===== src/rtl/ram_pkg.sv =====
// Shared RAM geometry and reader FSM encoding for the write addresser and ram_reader.
package ram_pkg;

    localparam int ADDR_W    = 11;
    localparam int LEN_W     = 12;
    localparam int RAM_DEPTH = 2048;
    localparam logic [ADDR_W-1:0] START_ADDR = 11'h7FF;

    typedef enum logic [1:0] {
        IDLE  = 2'd0,
        READ  = 2'd1,
        DRAIN = 2'd2
    } rd_state_e;

    // Requests longer than the RAM collapse to one full sweep.
    function automatic logic [LEN_W-1:0] clamp_len(input logic [LEN_W-1:0] len);
        return (len > LEN_W'(RAM_DEPTH)) ? LEN_W'(RAM_DEPTH) : len;
    endfunction

endpackage


===== src/rtl/ram_reader_if.sv =====
// Control, RAM read port and output stream of ram_reader.
// master = the reader itself, slave = the surrounding logic (RAM + consumer).
interface ram_reader_if #(
    parameter int DATA_W = 8
);
    import ram_pkg::*;

    logic              start;
    logic [LEN_W-1:0]  len;
    logic [ADDR_W-1:0] wr_addr;
    logic              ram_rd_en;
    logic [ADDR_W-1:0] ram_rd_addr;
    logic [DATA_W-1:0] ram_rd_data;
    logic [DATA_W-1:0] out_data;
    logic              out_valid;
    logic              out_ready;
    logic              busy;
    logic              done;

    modport master (
        input  start, len, wr_addr, ram_rd_data, out_ready,
        output ram_rd_en, ram_rd_addr, out_data, out_valid, busy, done
    );

    modport slave (
        output start, len, wr_addr, ram_rd_data, out_ready,
        input  ram_rd_en, ram_rd_addr, out_data, out_valid, busy, done
    );

endinterface


===== src/rtl/rd_skid_fifo.sv =====
// Small synchronous FIFO catching RAM read data in front of the consumer.
module rd_skid_fifo #(
    parameter  int DATA_W = 8,
    parameter  int DEPTH  = 2,
    localparam int PTR_W  = $clog2(DEPTH),
    localparam int CNT_W  = $clog2(DEPTH + 1)
) (
    input  logic              clk,
    input  logic              reset_n,
    input  logic              push,
    input  logic [DATA_W-1:0] push_data,
    input  logic              pop,
    output logic [DATA_W-1:0] pop_data,
    output logic              empty,
    output logic              full,
    output logic [CNT_W-1:0]  count
);

    logic [DATA_W-1:0] mem_q [DEPTH];
    logic [DATA_W-1:0] mem_d [DEPTH];
    logic [PTR_W-1:0]  wr_ptr_q, wr_ptr_d;
    logic [PTR_W-1:0]  rd_ptr_q, rd_ptr_d;
    logic [CNT_W-1:0]  count_q, count_d;
    logic              do_push, do_pop;

    function automatic logic [PTR_W-1:0] next_ptr(input logic [PTR_W-1:0] p);
        return (p == PTR_W'(DEPTH - 1)) ? '0 : p + PTR_W'(1);
    endfunction

    assign empty    = (count_q == '0);
    assign full     = (count_q == CNT_W'(DEPTH));
    assign count    = count_q;
    assign pop_data = mem_q[rd_ptr_q];
    assign do_push  = push && !full;
    assign do_pop   = pop && !empty;

    // Next storage, pointers and occupancy.
    always_comb begin
        mem_d    = mem_q;
        wr_ptr_d = wr_ptr_q;
        rd_ptr_d = rd_ptr_q;
        if (do_push) begin
            mem_d[wr_ptr_q] = push_data;
            wr_ptr_d        = next_ptr(wr_ptr_q);
        end
        if (do_pop) begin
            rd_ptr_d = next_ptr(rd_ptr_q);
        end
        count_d = count_q + CNT_W'(do_push) - CNT_W'(do_pop);
    end

    // FIFO state register; storage clears so the head reads zero out of reset.
    always_ff @(posedge clk or negedge reset_n) begin
        if (!reset_n) begin
            mem_q    <= '{default: '0};
            wr_ptr_q <= '0;
            rd_ptr_q <= '0;
            count_q  <= '0;
        end else begin
            mem_q    <= mem_d;
            wr_ptr_q <= wr_ptr_d;
            rd_ptr_q <= rd_ptr_d;
            count_q  <= count_d;
        end
    end

endmodule


===== src/rtl/ram_reader.sv =====
// Newest-first readout of the downward-filled capture RAM into a ready/valid stream.
module ram_reader
    import ram_pkg::*;
#(
    parameter int DATA_W     = 8,
    parameter int SKID_DEPTH = 2
) (
    input  logic         clk,
    input  logic         reset_n,
    ram_reader_if.master bus
);

    localparam int CNT_W = $clog2(SKID_DEPTH + 1);

    rd_state_e         state_q, state_d;
    logic [ADDR_W-1:0] ptr_q, ptr_d;
    logic [ADDR_W-1:0] rd_addr_q, rd_addr_d;
    logic [LEN_W-1:0]  rem_q, rem_d;
    logic              inflight_q, inflight_d;
    logic              zero_done_q, zero_done_d;

    logic              rd_en;
    logic              drain_done;
    logic              pop;
    int                occupancy;

    logic [DATA_W-1:0] fifo_data;
    logic              fifo_empty;
    logic              fifo_full_unused;
    logic [CNT_W-1:0]  fifo_count;

    rd_skid_fifo #(
        .DATA_W (DATA_W),
        .DEPTH  (SKID_DEPTH)
    ) u_skid (
        .clk       (clk),
        .reset_n   (reset_n),
        .push      (inflight_q),
        .push_data (bus.ram_rd_data),
        .pop       (pop),
        .pop_data  (fifo_data),
        .empty     (fifo_empty),
        .full      (fifo_full_unused),
        .count     (fifo_count)
    );

    assign pop           = !fifo_empty && bus.out_ready;
    assign bus.out_valid = !fifo_empty;
    assign bus.out_data  = fifo_data;
    assign bus.ram_rd_en = rd_en;
    assign bus.ram_rd_addr = rd_en ? ptr_q : rd_addr_q;
    assign bus.done      = zero_done_q | drain_done;
    assign bus.busy      = (state_q != IDLE) && !drain_done;

    // Next-state, read issue and pointer/length bookkeeping.
    always_comb begin
        state_d     = state_q;
        ptr_d       = ptr_q;
        rem_d       = rem_q;
        rd_addr_d   = rd_addr_q;
        zero_done_d = 1'b0;
        rd_en       = 1'b0;
        drain_done  = 1'b0;
        // A word leaving this cycle frees its slot, so credit the pop;
        // without it back-to-back transfers would stall every other cycle.
        occupancy   = int'(fifo_count) + int'(inflight_q) - int'(pop);

        case (state_q)
            IDLE: begin
                if (bus.start) begin
                    if (bus.len == '0) begin
                        zero_done_d = 1'b1;
                    end else begin
                        state_d = READ;
                        ptr_d   = bus.wr_addr + ADDR_W'(1);
                        rem_d   = clamp_len(bus.len);
                    end
                end
            end
            READ: begin
                if ((rem_q != '0) && (occupancy < SKID_DEPTH)) begin
                    rd_en     = 1'b1;
                    rd_addr_d = ptr_q;
                    ptr_d     = ptr_q + ADDR_W'(1);
                    rem_d     = rem_q - LEN_W'(1);
                    if (rem_q == LEN_W'(1)) begin
                        state_d = DRAIN;
                    end
                end
            end
            DRAIN: begin
                if (fifo_empty && !inflight_q) begin
                    drain_done = 1'b1;
                    state_d    = IDLE;
                end
            end
            default: state_d = IDLE;
        endcase

        inflight_d = rd_en;
    end

    // Controller state register.
    always_ff @(posedge clk or negedge reset_n) begin
        if (!reset_n) begin
            state_q     <= IDLE;
            ptr_q       <= START_ADDR;
            rd_addr_q   <= START_ADDR;
            rem_q       <= '0;
            inflight_q  <= 1'b0;
            zero_done_q <= 1'b0;
        end else begin
            state_q     <= state_d;
            ptr_q       <= ptr_d;
            rd_addr_q   <= rd_addr_d;
            rem_q       <= rem_d;
            inflight_q  <= inflight_d;
            zero_done_q <= zero_done_d;
        end
    end

endmodule


===== src/flat_wrapper.sv =====
// flat-port wrapper written by rule: the top's interface ports become plain ports
module ram_reader_flat import ram_pkg::*;
#(
    parameter int DATA_W     = 8,
    parameter int SKID_DEPTH = 2
)
  (clk, reset_n, bus_start, bus_len, bus_wr_addr, bus_ram_rd_data, bus_out_ready, bus_ram_rd_en, bus_ram_rd_addr, bus_out_data, bus_out_valid, bus_busy, bus_done);
  ram_reader_if #(.DATA_W(DATA_W)) bus_i ();
  input  logic clk;
  input  logic reset_n;
  input wire logic [$bits(bus_i.start)-1:0] bus_start;
  input wire logic [$bits(bus_i.len)-1:0] bus_len;
  input wire logic [$bits(bus_i.wr_addr)-1:0] bus_wr_addr;
  input wire logic [$bits(bus_i.ram_rd_data)-1:0] bus_ram_rd_data;
  input wire logic [$bits(bus_i.out_ready)-1:0] bus_out_ready;
  output wire logic [$bits(bus_i.ram_rd_en)-1:0] bus_ram_rd_en;
  output wire logic [$bits(bus_i.ram_rd_addr)-1:0] bus_ram_rd_addr;
  output wire logic [$bits(bus_i.out_data)-1:0] bus_out_data;
  output wire logic [$bits(bus_i.out_valid)-1:0] bus_out_valid;
  output wire logic [$bits(bus_i.busy)-1:0] bus_busy;
  output wire logic [$bits(bus_i.done)-1:0] bus_done;
  assign bus_i.start = bus_start;
  assign bus_i.len = bus_len;
  assign bus_i.wr_addr = bus_wr_addr;
  assign bus_i.ram_rd_data = bus_ram_rd_data;
  assign bus_i.out_ready = bus_out_ready;
  assign bus_ram_rd_en = bus_i.ram_rd_en;
  assign bus_ram_rd_addr = bus_i.ram_rd_addr;
  assign bus_out_data = bus_i.out_data;
  assign bus_out_valid = bus_i.out_valid;
  assign bus_busy = bus_i.busy;
  assign bus_done = bus_i.done;
  ram_reader #(.DATA_W(DATA_W), .SKID_DEPTH(SKID_DEPTH)) u_core (.clk(clk), .reset_n(reset_n), .bus(bus_i));
endmodule

===== config.mk =====
export PLATFORM = sky130hd
export DESIGN_NAME = ram_reader_flat
export DESIGN_NICKNAME = d
export VERILOG_FILES = /design/src/rtl/ram_pkg.sv /design/src/rtl/ram_reader_if.sv /design/src/rtl/rd_skid_fifo.sv /design/src/rtl/ram_reader.sv /design/src/flat_wrapper.sv
export SDC_FILE = /design/constraint.sdc
export NUM_CORES = 1
export LEC_CHECK = 0
export ABC_CLOCK_PERIOD_IN_PS = 2800
export BUFFER_PORTS_ARGS = -buffer_cell sky130_fd_sc_hd__buf_2
export CAP_MARGIN = 20
export CORE_ASPECT_RATIO = 1.75
export CORE_MARGIN = 2
export CORE_UTILIZATION = 50
export DETAILED_ROUTE_END_ITERATION = 12
export GPL_TIMING_DRIVEN = 0
export PLACE_DENSITY = 0.8
export SKIP_CTS_REPAIR_TIMING = 1
export SLEW_MARGIN = 20
export SYNTH_ARGS = -nofsm -noshare
export SYNTH_HDL_FRONTEND = slang
export SYNTH_SLANG_ARGS = --single-unit

===== constraint.sdc =====
create_clock -name clk -period 2.8 [get_ports clk]
set_clock_uncertainty 0.05 [all_clocks]
set_input_delay 0.42 -clock clk [delete_from_list [all_inputs] [get_ports clk]]
set_output_delay 0.42 -clock clk [all_outputs]
set_load 0.01 [all_outputs]

# ---- After elaboration in Yosys (flattened, before gate mapping)
# Cells that the tools add are included.
dict set report op_classes {
  reduce_logical 20
  eq_ne 9
  n_addsub 9
  bitwise_logic 3
  order_cmp 5
  n_mux 31
}
# cell count
set op_table {}
lappend op_table {{2-to-1 mux 12 bit} 4}
lappend op_table {{2-to-1 mux 11 bit} 4}
lappend op_table {{< comparator 32 x 3 -> 1 bit, second input constant} 1}
lappend op_table {{2-to-1 mux 8 bit} 4}
lappend op_table {{subtractor 32 x 2 -> 32 bit} 1}
lappend op_table {{case mux 12 bit (2 select lines)} 1}
lappend op_table {{adder 11 x 1 -> 11 bit, second input constant} 2}
lappend op_table {{case mux 11 bit (2 select lines)} 1}
lappend op_table {{bitwise mux 16 bit} 1}
lappend op_table {{== test 12 x 1 -> 1 bit, second input constant} 1}
lappend op_table {{> comparator 12 bit, second input constant} 1}
lappend op_table {{zero test 12 bit} 1}
lappend op_table {{nonzero test 12 bit} 1}
lappend op_table {{subtractor 12 x 1 -> 12 bit, second input constant} 1}
lappend op_table {{2-to-1 mux 2 bit} 5}
lappend op_table {{2-to-1 mux 1 bit} 9}
lappend op_table {{demux 8 bit (select 1 bit)} 1}
lappend op_table {{logical AND 1 bit} 7}
lappend op_table {{inequality test 2 x 1 -> 1 bit, second input constant} 3}
lappend op_table {{case mux 2 bit (3 select lines)} 1}
lappend op_table {{AND reduction 5 bit} 1}
lappend op_table {{== test 2 bit, second input constant} 2}
lappend op_table {{greater-or-equal comparator 2 bit, second input constant} 2}
lappend op_table {{zero test 1 bit} 4}
lappend op_table {{other kinds (13)} 18}
dict set report word_totals {
  inputBits 35
  word_cells 88
  out_inout_bits 23
  regBits 58
}

# ---- Logic depth before layout (Yosys ltp)
# Gate-level depths: netlist of run 1.
dict set report depth {
  ltp_word 9
  mapped_depth 13
  mapped_depth_nobuf 12
}

# ---- Hierarchy
# Synthesis of run 1 repeated with hierarchy kept, for this count alone.
dict set report hier_totals {
  hier_cells 341
  hier_area_um2 3352.0
}
# mod area_per_inst_um2 cells_per_inst instances seq_area_each_um2
set by_module_without_submodules {}
lappend by_module_without_submodules {ram_reader 2457.4 281 1 978.4}
lappend by_module_without_submodules {rd_skid_fifo 894.6 60 1 500.5}

# ---- Worst setup path after synthesis of run 1
# OpenSTA, ideal clock, no wires.
dict set report synth_timing {
  path_type {register -> output}
  startpoint {register u_core.u_skid.count_q[0] (netlist: u_core.u_skid.count[0])}
  endpoint {output port bus_ram_rd_addr[6]}
  slack_ns -0.119
  path_stages_with_launch 13
  path_buffers 1
  arrival_time_ns 2.449
  required_time_ns 2.330
  path_cell_list {dfrtp_1 > ha_1 > inv_1 > ha_1 > inv_1 > ha_1 > ha_1 > inv_1 > a222oi_1 > a21oi_4 > nand2_4 > buf_4 > mux2_2}
}
dict set report synth_via {
  elab_chain_len 9
  elab_cells_between_ends 10
  cone_classes {add/sub: 2; order compare: 1; mux: 3; reduce/logical: 4}
}
# element line
set synth_rtl {}
lappend synth_rtl {{from (decl)} rd_skid_fifo.sv:23} ;# logic [CNT_W-1:0] count_q, count_d;
lappend synth_rtl {{from (signal assigned)} rd_skid_fifo.sv:63} ;# count_q <= count_d;
lappend synth_rtl {{parallel branches: the longest is 3 deep, another holds adder 2 x 1 -> 3 bit} n/a}
lappend synth_rtl {{subtractor 32 x 2 -> 32 bit (*)} ram_reader.sv:66} ;# occupancy = int'(fifo_count) + int'(inflight_q) - int'(pop);
lappend synth_rtl {{< comparator 32 x 3 -> 1 bit (*)} ram_reader.sv:81} ;# if ((rem_q != '0) && (occupancy < SKID_DEPTH)) begin
lappend synth_rtl {{logical AND 1 bit (*)} ram_reader.sv:81}
lappend synth_rtl {{2-to-1 mux 1 bit (*)} ram_reader.sv:81}
lappend synth_rtl {{2-to-1 mux 1 bit (*)} ram_reader.sv:68} ;# case (state_q)
lappend synth_rtl {{2-to-1 mux 11 bit (*)} ram_reader.sv:51} ;# assign bus.ram_rd_addr = rd_en ? ptr_q : rd_addr_q;
lappend synth_rtl {{to (decl)} flat_wrapper.sv:17} ;# output wire logic [$bits(bus_i.ram_rd_addr)-1:0] bus_ram_rd_addr;
# Mark *: on every way between the ends.

# ---- Worst setup path in the final report of run 1
# Same ends and word-level chain as after synthesis.

==> impl_summary.md, run 1 <==
Outcome
The flow ran to the end, but the final reports show violations. The final reports fail on setup timing.

STA
Setup violations remaining at the end of the flow were counted as 28. The routed design could run at a clock period as short as 3.437 ns. Setup repair after global routing could not meet its margin everywhere. In this run the tightest slew margin relative to its limit is 49.17%. The number of max-slew violations in the final report is 0. The setup total negative slack is -7.994 ns. Based on the critical path, the design can be clocked at up to 290.9 MHz.

Setup slack on the critical path of the routed design comes to -0.6375 ns. The count of endpoints failing hold in the final timing report is 0. The worst-margin pin slew is 0.7555 ns. The fraction of the cycle the final worst path needs is 122.8%.

CTS
The number of clock buffers inserted by TritonCTS is 9. The cell chosen for the clock root is clkbuf_16. In this run the deepest clock path goes through 2 buffers. The clock latency on the worst-skew pair is 0.33 ns. The clock sink total is 58.

The clock tree from TritonCTS is done. After clock tree synthesis, the clock-pin slew on the worst setup and hold paths is 0.05 ns. The clock tree synthesis step divided the H-tree into 3 levels.

Power and ir drop
Summed over all cells, the static leakage comes to 1.969 nW. Power spread over the standard cell area amounts to 1526 mW/mm². IR analysis of the VDD net gives a maximum drop of 834.8 µV. Total power for the finished layout comes to 0.006747 W.

Detailed routing
Dividing the detail-routed via count by the number of cells gives 5.861. The remaining design rule violation count is 0. The number of design-rule violations left by the first detailed-router iteration is 159. Dividing the detail-routed wire length by the instance count gives 18.09 µm.

The first detailed-routing pass ran for 4 iterations. The final layout contains routed wiring with a total length of 8844 µm. The total number of vias is 2866. The number of routed nets with antenna violations is 0.

Synth
The async set-reset flop share out of synthesis is 100.0%. The total nets after synthesis is 360. The post-synthesis cell type count is 60. By area the synthesized netlist is led by dfrtp_1, dfstp_2, mux2_2. After technology mapping, the gate count stands at 313.

The number of synthesized register bits is 58. The cell taking the most area after synthesis is dfrtp_1. The mapped netlist covers 0.003312 mm². Of the synthesized area, sequential elements account for 44.65%. The number of synthesized flops with an enable pin is 0. Yosys printed 0 warnings. The area share of the leading cell type in the synthesized netlist is 27.20%.

The commonest cells after synthesis are dfrtp_1, mux2_2, o21ai_0, dfstp_2. The most used flip-flop cell after synthesis is dfrtp_1. The average instance in the mapped netlist occupies 10.58 µm².

Floorplan
The die is 111.7 µm tall. The die area is 0.007316 mm². The initial core utilization is 51.03%.

The core region is 0.006490 mm². The die is 65.52 µm wide. During I/O placement, the number of pins put on the boundary was 58. The initialized floorplan defines 39 standard-cell rows.

Setup path
At the worst endpoint, the arrival time is 2.97 ns. The data required time of the critical path is 2.33 ns. The largest fanout on the critical path is 8. The critical path launch point type is a flip-flop. The type of the worst setup path is reg -> out. STA classifies the critical path endpoint as an output port.

GRT
The number of global-route vias before repair came to 2768. Entering global routing, the biggest net connects 59 pins. After global routing the overflow that remains totals 0.

The initial antenna violation count is 0. The wire length of the first global-routing pass is 12940 µm. The all-layer global routing usage is 23.29%.

Layout
After the last flow step, the layout net total stands at 450. Cells with a size suffix above 1 make up 46.93% of the layout. The number of diodes added for antenna fixing is 0. The area growth from synthesis to layout is 33.51%. The finished layout holds 489 standard cells, fillers aside.

Placed design
At the end of routability-driven placement, the weighted congestion stood at 0.8971. The number of instances in the placed design is 452. Detailed placement ended at an HPWL of 5677 µm. The number of input and output port buffers inserted is 57.

Job
The max-capacitance violation count is 0.

Min path
The class of the tightest hold or removal check is in -> async.
==> cell usage in the layout (no fill, tap or decap), types with 4 or more instances in the layout <==
cell       netlist  final
buf_2            4     46
dfrtp_1         36     32
mux2_2          36     25
buf_6            1     23
o21ai_0         23     22
dfstp_2         22     22
nor2_1          21     21
nand2_1         21     21
buf_4            3     18
a21oi_1         16     16
inv_1           16     13
mux2_4           0     11
clkbuf_16        0      9
o211ai_1         6      6
xor2_1           6      6
ha_1            11      6
nor3_1           5      5
a22oi_1          5      5
nor4_1           5      5
mux2i_1          5      5
nand3_1          5      5
xnor2_1          5      5
ha_4             0      5
dfrtp_2          0      4
==> cell families after synthesis <==
| logic type | after synthesis | synth area share, % |
|---|---|---|
| mux | 43 | 14.51 |
| compound gates | 79 | 15.94 |
| simple gates | 82 | 13.34 |
| xor+xnor | 11 | 2.909 |
| fa+ha+maj | 12 | 4.760 |
| buf+inv | 28 | 3.891 |
| flops | 58 | 44.65 |
==> metal layers <==
metal | global-route usage, % | share of wire (%) | vias to the layer above
met3 | 5.960 | 5.8 | 34
met1 | 25.60 | 36 | 1406
li1 | - | - | 1312
met4 | 12.92 | 3.9 | 0
met5 | 0 | 0 | -
met2 | 39.86 | 54 | 114
==> critical path, stage by stage (launching register included) <==
cell and delay, ns:
dfrtp_2 0.43, buf_6 0.13, o21a_4 0.20, nor2b_4 0.14, fa_2 0.33, a222oi_1 0.54
a21oi_4 0.12, nand2_4 0.15, buf_8 0.15, mux2_4 0.32, buf_6 0.12
==> area by class of cell <==
class | instances | area [µm²]
fill | 453 | 2068
clock buffer | 12 | 256.5
clock inverter | 3 | 15.01
multi-input combinational | 227 | 1839
buffer | 12 | 123.9
tap | 82 | 102.6
sequential | 58 | 1484
timing repair buffer | 79 | 538.0
inverter | 16 | 62.56
==> registers in the layout, indices dropped and copies added, names as in the netlist <==
signal and count:
u_core.ptr_q 11, u_core.u_skid.mem_q 16, u_core.inflight_q 1, u_core.u_skid.wr_ptr_q 1, u_core.u_skid.count 2, u_core.rd_addr_q 11
u_core.rem_q 12, u_core.zero_done_q 1, u_core.u_skid.rd_ptr_q 1, u_core.state_q 2
==> metrics by stage <==
| stage | hold WS, ns | cell area [µm²] | utilization (%) | worst slack, ns |
|---|---|---|---|---|
| 6_report | 0.1030 | 4422 | 68.13 | -0.6375 |
| 5_1_grt | 0.1618 | 4422 | 68.13 | -0.7209 |
| 4_1_cts | 0.1265 | 3978 | 61.29 | -0.9270 |
| 3_5_place_dp | 0.4246 | 3706 | 57.10 | -0.5574 |
| 3_3_place_gp | 0.4119 | 3704 | 57.07 | -0.4836 |
| 2_1_floorplan | 0.07441 | 3316 | - | -0.02257 |
==> final timing paths <==
path | from | end | slack [ns] | depth (start not counted)
min in group clk | bus_ram_rd_data[7] | u_core.u_skid.mem_q[15] | 0.29 | 2
max | u_core.u_skid.count[0] | bus_ram_rd_addr[6] | -0.64 | 10
max in group asynchronous | reset_n | u_core.u_skid.count[1] | 2.08 | 1
min | reset_n | u_core.rem_q[5] | 0.10 | 1
min reg2reg | u_core.ptr_q[1] | u_core.ptr_q[1] | 0.43 | 2
max reg2reg | u_core.u_skid.count[0] | u_core.rem_q[11] | -0.13 | 11
==> power breakdown <==
group          switching, W  leakage (nW)  internal (W)
clock              0.000351         0.138      0.000634
sequential         0.000297         0.660       0.00138
combinational       0.00203          1.17       0.00206
Note: power is estimated with default switching activity, not from simulation.
==> run 2, diff against run 1 <==
ABC_CLOCK_PERIOD_IN_PS = 3350   (was 2800)
PLACE_DENSITY = 0.77   (was 0.8)
clock period = 3.35 ns   (was 2.8 ns; I/O delays follow)
==> run 2 against run 1 <==
  * The flow still finishes with violations (setup timing)
  * Flip-flop and latch count stayed put
  * Via count decreased by 1.6%
  * Cell area decreased by 1.8%
  * First-iteration DRC count grew 45%
  * Non-clock buffer count down 9
  * Sequential power fell by 16%
  * Register-to-register slack improved by 0.43 ns
  * Routed wire length down 4.6%
  * Count of clock-buffer cells in the layout is 3 lower
  * Critical path type unchanged
==> impl_summary.md, run 2 (same netlist as run 1, synthesis figures left out) <==
Setup path
The largest incremental delay on the critical path is 0.53 ns (about the same). The launch point of the critical path is u_core.u_skid.count[0]. The register-to-register path setup slack came to 0.30 ns (+0.43 ns). The element type at the critical path end is an output port. The endpoint identified for the worst register-to-register timing path is u_core.ptr_q[10]. The critical path launch point type is a flip-flop. The data required time of the critical path is 2.80 ns (+0.47 ns). The slowest stage of the critical path is the a222oi_1 cell. The worst reg2reg path depth is 12 (+1). The number of stages on the worst setup path is 9 (-1).

The type of the worst setup path is reg -> out. Traced cell by cell, the critical path runs through o21a_4 > nor2b_4 > fa_1 > a222oi_1 > a21oi_4 > nand2_4 > buf_8 > mux2_4 > buf_6. The cell family contributing the most delay on the critical path is compound AO/OA/AOI/OAI gates. The worst setup path endpoint is bus_ram_rd_addr[5].

The number of buffers and inverters on the critical path is 2 (-1). The arrival time at the worst endpoint is 2.93 ns (-0.04 ns). The largest fanout on the critical path came to 7 (-1). The startpoint identified for the worst register-to-register timing path is u_core.state_q[1].

Power and ir drop
The leakage dissipation is 1.931 nW (-1.9%). The worst ir drop on vdd is 731.3 µV (-12%). The ratio of total power to cell area is 1283 mW/mm² (-16%).

Detailed routing
The average routed wire per standard cell is 17.54 µm (-3.0%). The number of design-rule violations left by the first detailed-router iteration was 231 (+45%). The aggregate routed wire length is 8435 µm (-4.6%). The remaining design rule violation count is 0 (unchanged). The total number of vias is 2820 (-1.6%). The average vias per placed instance was 5.863 (about the same). The number of search-and-repair iterations in the first detailed-routing pass is 4 (unchanged). The number of routed nets with antenna violations came to 0 (unchanged).

CTS
The H-tree depth was 3 (unchanged). The number of clock buffers inserted by TritonCTS is 9 (unchanged). The clock transition at the register clock pins on the worst setup and hold paths after CTS came to 0.06 ns (about the same). The clock sink total came to 58 (unchanged).

The clock latency on the worst-skew pair is 0.34 ns (about the same). The largest buffer count on any clock path is 2 (unchanged). The clock tree from TritonCTS is done.

The cell chosen for the clock root is clkbuf_16.

Layout
The net total in the final layout was 441 (-2.0%). Leaving out fill and tap cells, the most frequent cells in the layout are buf_2, dfrtp_1, mux2_2. The area of the multi-input gates is 0.001813 mm² (-1.4%). The count of fill cells added during filler insertion is 473 (+4.4%). The flip-flop count of the largest register, all copies and words added came to 16 (unchanged). The most common cell after layout, fill and taps aside is buf_2. The share of final-layout standard cells stronger than drive strength 1 is 44.61% (-2.3 points). The register with the most flip-flops is u_core.u_skid.mem_q. The number of diodes added for antenna fixing is 0 (unchanged). The area taken by flip-flops and latches is 0.001480 mm² (-0.25%).

The largest registers in the layout are u_core.u_skid.mem_q (16), u_core.rem_q (12). Compared with the post-synthesis result, the final layout area differs by 31.09%.

Placed design
The worst setup slack before clock tree synthesis is -0.2246 ns (+0.3328 ns). The final HPWL from detailed placement is 5750 µm (+1.3%). The routability congestion estimate from global placement is 0.8352 (-6.9%). The number of input and output port buffers inserted is 57 (unchanged).

Min path
The worst hold path belongs to the class in -> async.

GRT
The all-layer global routing usage is 23.34% (+0.051 points). The sum of overflow across all layers after global routing came to 0 (unchanged). The number of global-route vias before repair is 2825 (+2.1%). The largest net degree at the start of global routing is 59 (unchanged).

The initial antenna violation count is 0 (unchanged). The wire length of the first global-routing pass is 12920 µm (-0.16%).

STA
The worst slew slack as a fraction of its limit is 44.54% (-4.6 points). The count of endpoints failing hold in the final timing report came to 0 (unchanged). Setup repair after global routing could not meet its margin everywhere. The setup total negative slack was -1.180 ns (+6.814 ns). The fraction of the cycle the final worst path needs is 103.8%. The number of max-slew violations in the final report is 0 (unchanged). The top achievable clock speed is 287.5 MHz. The worst-margin pin slew is 0.8243 ns (+0.06876 ns). The smallest clock period supported by the final layout is computed as 3.479 ns.

The final count of negative-setup-slack endpoints is 10 (-64%). The setup slack after layout was -0.1288 ns (+0.5087 ns).

Floorplan
The die area is 0.007316 mm² (unchanged). The number of standard-cell rows in the floorplan is 39 (unchanged). The boundary pin count is 58 (unchanged). The die height is 111.7 µm (unchanged).

The initial core utilization is 51.03% (unchanged). The floorplan die width is 65.52 µm (unchanged). The area of the core region was 0.006490 mm² (unchanged).

Outcome
The final reports fail on setup timing. The run finished, with violations left.

Job
The max-capacitance violation count is 0 (unchanged).
[run 2: cell count changes in the layout (fill, tap and decap cells not counted), sizes merged]
| cell | delta |
|---|---|
| inv | +1 |
| clkinvlp | +1 |
| bufinv | +2 |
| buf | -12 |
[run 2: cell type report]
cell class | count | area share, %
sequential | 58 | 34.09
multi-input combinational | 227 | 41.76
buffer | 12 | 1.816
clock buffer | 9 | 5.187
clock inverter | 7 | 2.363
timing repair buffer | 70 | 10.98
tap | 82 | 2.363
inverter | 16 | 1.441
[run 2: power by group]
part / switching, W / internal (W)
Clock: 0.000352 / 0.000656
Sequential: 0.000261 / 0.00115
Combinational: 0.00157 / 0.00158
Total: 0.00219 / 0.00338
[run 2: worst min-delay path by stage]
stage | startpoint | slack [ns] | to
final | reset_n | 0.18 | u_core.rem_q[10]
after global routing | reset_n | 0.24 | u_core.rem_q[10]
after CTS | reset_n | 0.21 | u_core.rem_q[10]
after detailed placement | u_core.ptr_q[1] | 0.42 | u_core.ptr_q[1]
after global placement | u_core.ptr_q[1] | 0.41 | u_core.ptr_q[1]
after floorplan | reset_n | 0.16 | u_core.inflight_q
[run 2: routing by layer]
| layer | global-route usage [%] | up-vias | part of all wire (%) |
|---|---|---|---|
| met5 | 0 | - | 0 |
| met4 | 14.44 | 0 | 3.4 |
| met1 | 24.28 | 1407 | 36 |
| met2 | 40.54 | 84 | 55 |
| met3 | 6.061 | 24 | 4.7 |
| li1 | - | 1305 | - |
[run 2: through the flow]
stage          hold WS [ns]  util (%)  cells  total power (W)  instance area [µm²]
5_1_grt              0.2418     66.90    481         0.005900                 4342
3_5_place_dp         0.4155     57.05    452         0.003841                 3702
6_report             0.1785     66.90    481         0.005572                 4342
2_1_floorplan        0.1569         -    313         0.003103                 3312
4_1_cts              0.2075     62.10    468         0.004870                 4030
3_3_place_gp         0.4099     57.01    452         0.003753                 3700
